==> config.mk <==
export PLATFORM = sky130hd
export DESIGN_NAME = ram_port_arbiter
export DESIGN_NICKNAME = d
export VERILOG_FILES = /design/src/rtl/ram_port_arbiter.sv
export SDC_FILE = /design/constraint.sdc
export NUM_CORES = 1
export LEC_CHECK = 0
export ABC_AREA = 1
export BUFFER_PORTS_ARGS = -buffer_cell sky130_fd_sc_hd__buf_4
export CORE_AREA = 10 10 233 235
export CTS_CLUSTER_DIAMETER = 50
export DETAILED_ROUTE_END_ITERATION = 8
export DIE_AREA = 0 0 243 245
export HOLD_SLACK_MARGIN = 0.15
export PLACE_DENSITY_LB_ADDON = 0.05
export RECOVER_POWER = 50
export SYNTH_ARGS = -nofsm -noshare
export SYNTH_HDL_FRONTEND = slang
export SYNTH_SLANG_ARGS = --single-unit
==> constraint.sdc <==
create_clock -name clk -period 2.5 [get_ports clk]
set_clock_uncertainty 0.15 [all_clocks]
set_input_delay 0.375 -clock clk [delete_from_list [all_inputs] [get_ports clk]]
set_output_delay 0.375 -clock clk [all_outputs]
set_load 0.01 [all_outputs]
==> src/rtl/ram_port_arbiter.sv <==
// ram_port_arbiter: round-robin owner of the single cache-to-RAM port shared by I-cache and D-cache refills/writebacks
module ram_port_arbiter #(
    parameter int ADDR_W  = 32,
    parameter int LINE_W  = 128,
    parameter int TIMEOUT = 64
) (
    input  logic              clk,
    input  logic              rst,
    input  logic              i_req,
    input  logic [ADDR_W-1:0] i_addr,
    output logic              i_done,
    input  logic              d_req,
    input  logic              d_we,
    input  logic              d_lock,
    input  logic [ADDR_W-1:0] d_addr,
    input  logic [LINE_W-1:0] d_wdata,
    output logic              d_done,
    output logic [LINE_W-1:0] rdata,
    output logic              bus_err,
    output logic              grant_d,
    output logic              enable_cache_to_ram,
    output logic              write_cache_to_ram,
    output logic [ADDR_W-1:0] addr_cache_to_ram,
    output logic [LINE_W-1:0] wdata_cache_to_ram,
    input  logic              response_ram_to_cache,
    input  logic [LINE_W-1:0] rdata_ram_to_cache
);
    typedef enum logic [1:0] {IDLE, BUSY, DONE} state_t;

    localparam int CW = TIMEOUT > 1 ? $clog2(TIMEOUT) : 1;
    localparam logic [CW-1:0] CNT_LAST = CW'(TIMEOUT > 0 ? TIMEOUT - 1 : 0);

    state_t            state_q, state_d;
    logic              grant_d_q, grant_d_d;
    logic              rr_last_q, rr_last_d;
    logic              lock_q, lock_d;
    logic [CW-1:0]     cnt_q, cnt_d;
    logic              en_q, en_d;
    logic              we_q, we_d;
    logic [ADDR_W-1:0] addr_q, addr_d;
    logic [LINE_W-1:0] wdata_q, wdata_d;
    logic [LINE_W-1:0] rdata_q, rdata_d;
    logic              i_done_q, i_done_d;
    logic              d_done_q, d_done_d;
    logic              err_q, err_d;
    logic              pick_d, pick_i, expire;

    // Arbitration: a held lock or a lone/fair D request picks D, else I; expiry of the response window
    always_comb begin
        pick_d = d_req && (lock_q || !i_req || !rr_last_q);
        pick_i = i_req && !pick_d;
        expire = (TIMEOUT != 0) && (cnt_q == CNT_LAST);
    end

    // Next state: grant opens a transaction, acknowledge or expiry closes it, DONE is a single cycle
    always_comb begin
        state_d = state_q;
        case (state_q)
            IDLE:    state_d = (pick_d || pick_i) ? BUSY : IDLE;
            BUSY:    state_d = (response_ram_to_cache || expire) ? DONE : BUSY;
            default: state_d = IDLE;
        endcase
    end

    // Outputs and datapath: latch the owner's request at grant, complete on acknowledge or timeout
    always_comb begin
        grant_d_d = grant_d_q;
        rr_last_d = rr_last_q;
        lock_d    = lock_q;
        cnt_d     = cnt_q;
        en_d      = en_q;
        we_d      = we_q;
        addr_d    = addr_q;
        wdata_d   = wdata_q;
        rdata_d   = rdata_q;
        i_done_d  = 1'b0;
        d_done_d  = 1'b0;
        err_d     = 1'b0;
        case (state_q)
            IDLE: begin
                if (lock_q && !d_req) lock_d = 1'b0;
                if (pick_d || pick_i) begin
                    en_d      = 1'b1;
                    grant_d_d = pick_d;
                    rr_last_d = pick_d;
                    we_d      = pick_d && d_we;
                    addr_d    = pick_d ? d_addr : i_addr;
                    wdata_d   = pick_d ? d_wdata : '0;
                    cnt_d     = '0;
                    if (pick_d) lock_d = d_lock;
                end
            end
            BUSY: begin
                if (response_ram_to_cache) begin
                    en_d     = 1'b0;
                    i_done_d = !grant_d_q;
                    d_done_d = grant_d_q;
                    if (!we_q) rdata_d = rdata_ram_to_cache;
                end else if (expire) begin
                    en_d     = 1'b0;
                    i_done_d = !grant_d_q;
                    d_done_d = grant_d_q;
                    err_d    = 1'b1;
                    lock_d   = 1'b0;
                end else begin
                    cnt_d = cnt_q + 1'b1;
                end
            end
            default: ;
        endcase
    end

    // State register; reset drops the port request at once and issues no completion
    always_ff @(posedge clk or negedge rst) begin
        if (!rst) state_q <= IDLE;
        else state_q <= state_d;
    end

    // Datapath and output registers; rr_last resets to D so the I-cache wins the first tie
    always_ff @(posedge clk or negedge rst) begin
        if (!rst) begin
            grant_d_q <= 1'b0;
            rr_last_q <= 1'b1;
            lock_q    <= 1'b0;
            cnt_q     <= '0;
            en_q      <= 1'b0;
            we_q      <= 1'b0;
            addr_q    <= '0;
            wdata_q   <= '0;
            rdata_q   <= '0;
            i_done_q  <= 1'b0;
            d_done_q  <= 1'b0;
            err_q     <= 1'b0;
        end else begin
            grant_d_q <= grant_d_d;
            rr_last_q <= rr_last_d;
            lock_q    <= lock_d;
            cnt_q     <= cnt_d;
            en_q      <= en_d;
            we_q      <= we_d;
            addr_q    <= addr_d;
            wdata_q   <= wdata_d;
            rdata_q   <= rdata_d;
            i_done_q  <= i_done_d;
            d_done_q  <= d_done_d;
            err_q     <= err_d;
        end
    end

    assign i_done              = i_done_q;
    assign d_done              = d_done_q;
    assign rdata               = rdata_q;
    assign bus_err             = err_q;
    assign grant_d             = grant_d_q;
    assign enable_cache_to_ram = en_q;
    assign write_cache_to_ram  = we_q;
    assign addr_cache_to_ram   = addr_q;
    assign wdata_cache_to_ram  = wdata_q;
endmodule
# == Word-level counts from Yosys, hierarchy flattened ==
# Cells that the tools add are included.
# op_classes
mul,0
n_bitwise,1
n_lt_le_gt_ge,0
div_mod_pow,0
addsub,1
reduce_logical,20
n_mux,27
n_shift,0
n_eq_ne,7
# op_table
cell,n
$mux W128,1
$mux W32,1
$mux W6,3
$mux W1,17
$pmux W6 S2,1
$reduce_and A3 Y1,3
$ne A2 B2 Y1 const B,4
$add A6 B1 Y6 const B,1
$eq A6 B6 Y1 const B,1
$logic_not A1 Y1,5
$logic_and A1 B1 Y1,4
$logic_or A1 B1 Y1,4
$pmux W1 S2,2
$pmux W2 S2,1
$reduce_and A4 Y1,1
$ne A3 B3 Y1 const B,1
$eq A2 B1 Y1 const B,1
$logic_not A2 Y1,1
$mux W2,1
$reduce_and A2 Y1,1
$reduce_bool A2 Y1,1
$not A1 Y1,1
# totals
ff_bits,304
n_memories,0
out_inout_bits,294
rom_bits,0
latchBits,0
mem_bits_rw,0
elab_cells,69
input_bits,327

# == Longest topological paths before layout ==
# logic_depth
word_depth,9
depth_mapped,8

# == Least setup slack after synthesis ==
# Ideal clock, no wire load.
# synth_path
path_type,flip-flop to flip-flop
from,register rr_last_q
to,register wdata_q[100] (netlist: wdata_cache_to_ram[100])
arrival_ns,1.181
path_stages_with_launch,8
setup_ns,0.116
n_path_buf,2
t_required_ns,2.234
period_less_slack_ns,1.447
setup_slack_ns,1.053
path_cell_list,dfstp_2 -> nand3_2 -> nand2_2 -> nor2_4 -> buf_6 -> buf_4 -> nand2_1 -> nand2_1
# synth_between
elab_chain_len,7
word_cells_on_any_way,8
classes_between,1 x mux; 7 x reduce/logical
# synth_lines
element,line_no,rtl
from (decl),35,"logic rr_last_q, rr_last_d;"
from (signal assigned),136,rr_last_q <= rr_last_d;
$logic_not A1 Y1 *,50,pick_d = d_req && (lock_q || !i_req || !rr_last_q);
$logic_or A1 B1 Y1 *,50,
$logic_and A1 B1 Y1 *,50,
$logic_not A1 Y1,51,pick_i = i_req && !pick_d;
$logic_and A1 B1 Y1,51,
$logic_or A1 B1 Y1,82,if (pick_d || pick_i) begin
$reduce_and A2 Y1 (no line),-,
to (signal assigned),142,wdata_q <= wdata_d;
to (decl),41,"logic [LINE_W-1:0] wdata_q, wdata_d;"
# Mark *: on every way between the ends. The rest lies on a longest branch, timed or not.
# A chain may end at the register's enable or synchronous reset.

# == Worst setup path after layout ==
# layout_path
from,register rr_last_q
to,register addr_q[15] (netlist: addr_cache_to_ram[15])
# layout_between
elab_chain_len,7
word_cells_on_any_way,8
classes_between,1 x mux; 7 x reduce/logical
# layout_lines
element,line_no,rtl
$logic_not A1 Y1 *,50,
$logic_or A1 B1 Y1 *,50,
$logic_and A1 B1 Y1 *,50,
$logic_not A1 Y1,51,
$logic_and A1 B1 Y1,51,
$logic_or A1 B1 Y1,82,
$reduce_and A2 Y1 (no line),-,
to (signal assigned),141,addr_q <= addr_d;
to (decl),40,"logic [ADDR_W-1:0] addr_q, addr_d;"
# Marked as above.

==> key figures <==
Die
  • Die width: 243 um
  • Die height: 245 um
  • Die ar.: 59540 um^2
  • Core area: 49660 um^2
  • IO Pins: 621
  • Rows: 82
  • Initial Util: 0.2472

Place
  • Detail Placement HPWL: 42090 um
  • Setup WS pre-CTS: 0.4567 ns
  • GPL Wtd Cong: 0.8003
  • IO Port Bufs: 620

Timing
  • Slew HR: 0.1988
  • Worst-margin pin slew: 1.202 ns
  • Final Hold Vio Count: 0
  • Min Tclk post-route: 2.134 ns
  • Slew Limit Fails: 0
  • Max frequency: 468.5 MHz
  • Final setup viols: 0
  • Setup TNS: 0 ns
  • RSZ-0062 raised after global routing: no
  • Final Cycle Share: 0.8537
  • Final worst slack: 0.3657 ns

Setup path
  • Capture point of the worst reg-to-reg path: addr_cache_to_ram[15]
  • Critical path required time: 2.84 ns
  • Reg2reg path depth: 8
  • Crit path max fanout: 32
  • Critical Path End: addr_cache_to_ram[15]
  • CP Launch Type: register
  • R2R Setup Slk: 0.37 ns
  • Critical path type: reg2reg
  • Worst r2r src: rr_last_q
  • CP endpoint kind: register
  • Crit path launch: rr_last_q
  • CP Data Arrival Time: 2.47 ns

Detailed routing
  • DRT Wirelength: 58810 um
  • DR pass1 iterations: 5
  • DRT antenna net count: 0
  • M1 WL: 23800 um
  • Via Count: 13180
  • Met3 wire len: 4344 um
  • Via density: 4.274
  • Max Used Layer: met5
  • Number of remaining DRC errors: 0
  • Initial DRC Count: 595
  • Met2 WL: 29110 um
  • Wire per inst: 19.08 um

Synthesis
  • Synth area leader: dfrtp_1
  • Most frequent cells after synthesis: nand2_1 (848), dfrtp_1 (303), nand3_1 (165)
  • Synthesized area: 12270 um^2
  • Post-synth EDFFs: 0
  • Top post-synthesis cells by area: dfrtp_1 (62%), nand2_1 (26%), nand3_1 (6.7%), buf_2 (2.8%), buf_4 (0.67%)
  • Synth Instances: 1442
  • Count leader, synth: nand2_1
  • Asr flop ratio synth: 1.000
  • Post-synth top flop: dfrtp_1
  • Warnings from Yosys: 0
  • Sequential area share after synthesis: 0.6199
  • Post-synth cell types: 20
  • Synth top area share: 0.6178
  • Synthesized area per cell: 8.511 um^2
  • Post-Syn Nets: 1770
  • #FFs+latches synth: 304

Clocking
  • Num CTS Buffers: 47
  • # H-tree levels: 2
  • Clock Path Buffers: 3
  • Resized cells post-CTS: 0
  • Clock Latency Late Sink: 0.57 ns
  • Clk sinks: 304
  • Hold buffer count at CTS: 325
  • # Post-CTS Setup Buffers: 0
  • Clock root cell: clkbuf_16
  • TritonCTS clock tree: built
  • Clock transition at path regs: 0.05 ns

Power
  • Internal power: 0.01541 W
  • Comb power frac: 0.410
  • Sequential Power Share: 0.338
  • Static leakage: 11.66 nW
  • Net Switching: 0.01007 W
  • PD cells: 1164 nW/um^2
  • Total power: 0.02548 W
  • Peak supply drop: 0.6001 mV
  • Net Sw Frac: 0.3952
  • Clock share of power: 0.252

Outcome
  • Status: finished, final reports clean

Global routing
  • Vias in the first global route: 13980
  • Global route total overflow: 0
  • First-pass GRT wire length: 89060 um
  • Initial antenna violation count: 7
  • Pin count of the biggest net entering global routing: 129
  • GRT Overall Usage: 0.1912

Cells and area
  • Layout area overhead: 78.38%
  • Nets: 2701
  • Share of cells above drive strength 1: 0.2499

Flow run
  • Max Cap Viol: 0

Hold path
  • Hold Crit Class: in2async
## critical path: stages (launching register included)
cell	delay (ns)
dfstp_2	0.54
nand3_2	0.09
nand2_2	0.07
buf_4	0.32
nand2_1	0.09
nand2_1	0.08
dlygate4sd3_1	0.57
nand2_1	0.06
nand2_1	0.09
## routing by layer
metal / vias up / global-route usage
met3: 86 / 0.06179
met1: 6293 / 0.2265
li1: 6335 / -
met5: - / 0
met2: 460 / 0.3264
met4: 2 / 0.05514
## area by class of cell
class / instances / area [um^2]
Fill cell: 5062 / 27770
Timing Repair Buffer: 970 / 7702
Sequential cell: 304 / 7609
Multi-Input combinational cell: 1036 / 4158
Clock buffer: 61 / 1309
Tap cell: 672 / 840.8
Clock inverter: 20 / 206.4
Inverter: 14 / 52.55
Antenna cell: 6 / 15.01
## worst min-delay path by stage
stage	start	end	slack (ns)
floorplan	rst	addr_cache_to_ram[0]	-0.07
global placement	rst	rdata[115]	0.22
detailed placement	rst	rdata[115]	0.22
CTS	rst	rdata[115]	0.20
global route	rst	rdata[115]	0.21
finish	rst	rdata[115]	0.18
## cells by family (layout without fill, tap and decap cells)
family / count (synthesis) / in the layout / share of synthesized area
compound gates: 2 / 2 / 0.001733
other cells: 0 / 6 / 0
flops: 304 / 304 / 0.6199
fa+ha+maj: 1 / 1 / 0.001019
buf+inv: 102 / 1065 / 0.04210
simple gates: 1033 / 1033 / 0.3352
## through the flow
| stage | hold slack [ns] | util | std cells | instance area (um^2) |
|---|---|---|---|---|
| after detailed placement | 0.2207 | 0.3558 | 2671 | 17670 |
| after global routing | 0.2059 | 0.4409 | 3083 | 21890 |
| after CTS | 0.1972 | 0.4518 | 3077 | 22440 |
| final | 0.1835 | 0.4409 | 3083 | 21890 |
| after floorplan | -0.07059 | - | 1442 | 12270 |
| after global placement | 0.2200 | 0.3558 | 2671 | 17670 |
## registers in the layout (all words and copies together), names as in the netlist
signal / flops
state_q: 2
enable_cache_to_ram: 1
bus_err: 1
cnt_q: 6
rdata: 128
wdata_cache_to_ram: 128
addr_cache_to_ram: 32
write_cache_to_ram: 1
i_done: 1
rr_last_q: 1
lock_q: 1
d_done: 1
grant_d: 1
## power by group through the flow
stage | logic (W) | registers (W) | clock network (W)
2_1_floorplan | 0.00363 | 0.00961 | 0
3_3_place_gp | 0.0109 | 0.00862 | 0
3_5_place_dp | 0.0109 | 0.00863 | 0
4_1_cts | 0.0115 | 0.00864 | 0.00665
5_1_grt | 0.0115 | 0.00892 | 0.00687
6_report | 0.0105 | 0.00861 | 0.00642
## layout by cell type, fill, tap and decap left out, types with 2 or more instances in the layout
cell	count
clkbuf_8	8
clkinvlp_4	5
clkinv_4	3
bufinv_16	3
buf_12	7
inv_1	14
nand2_1	847
clkbuf_16	47
buf_4	505
nor2_1	13
dlygate4sd3_1	325
nand4_1	2
nand3_1	165
clkbuf_2	6
dfrtp_1	303
clkinv_2	7
diode_2	6
clkbuf_1	132
nor2_4	2
inv_6	2
No activity file was read; power rests on OpenSTA's default activity.
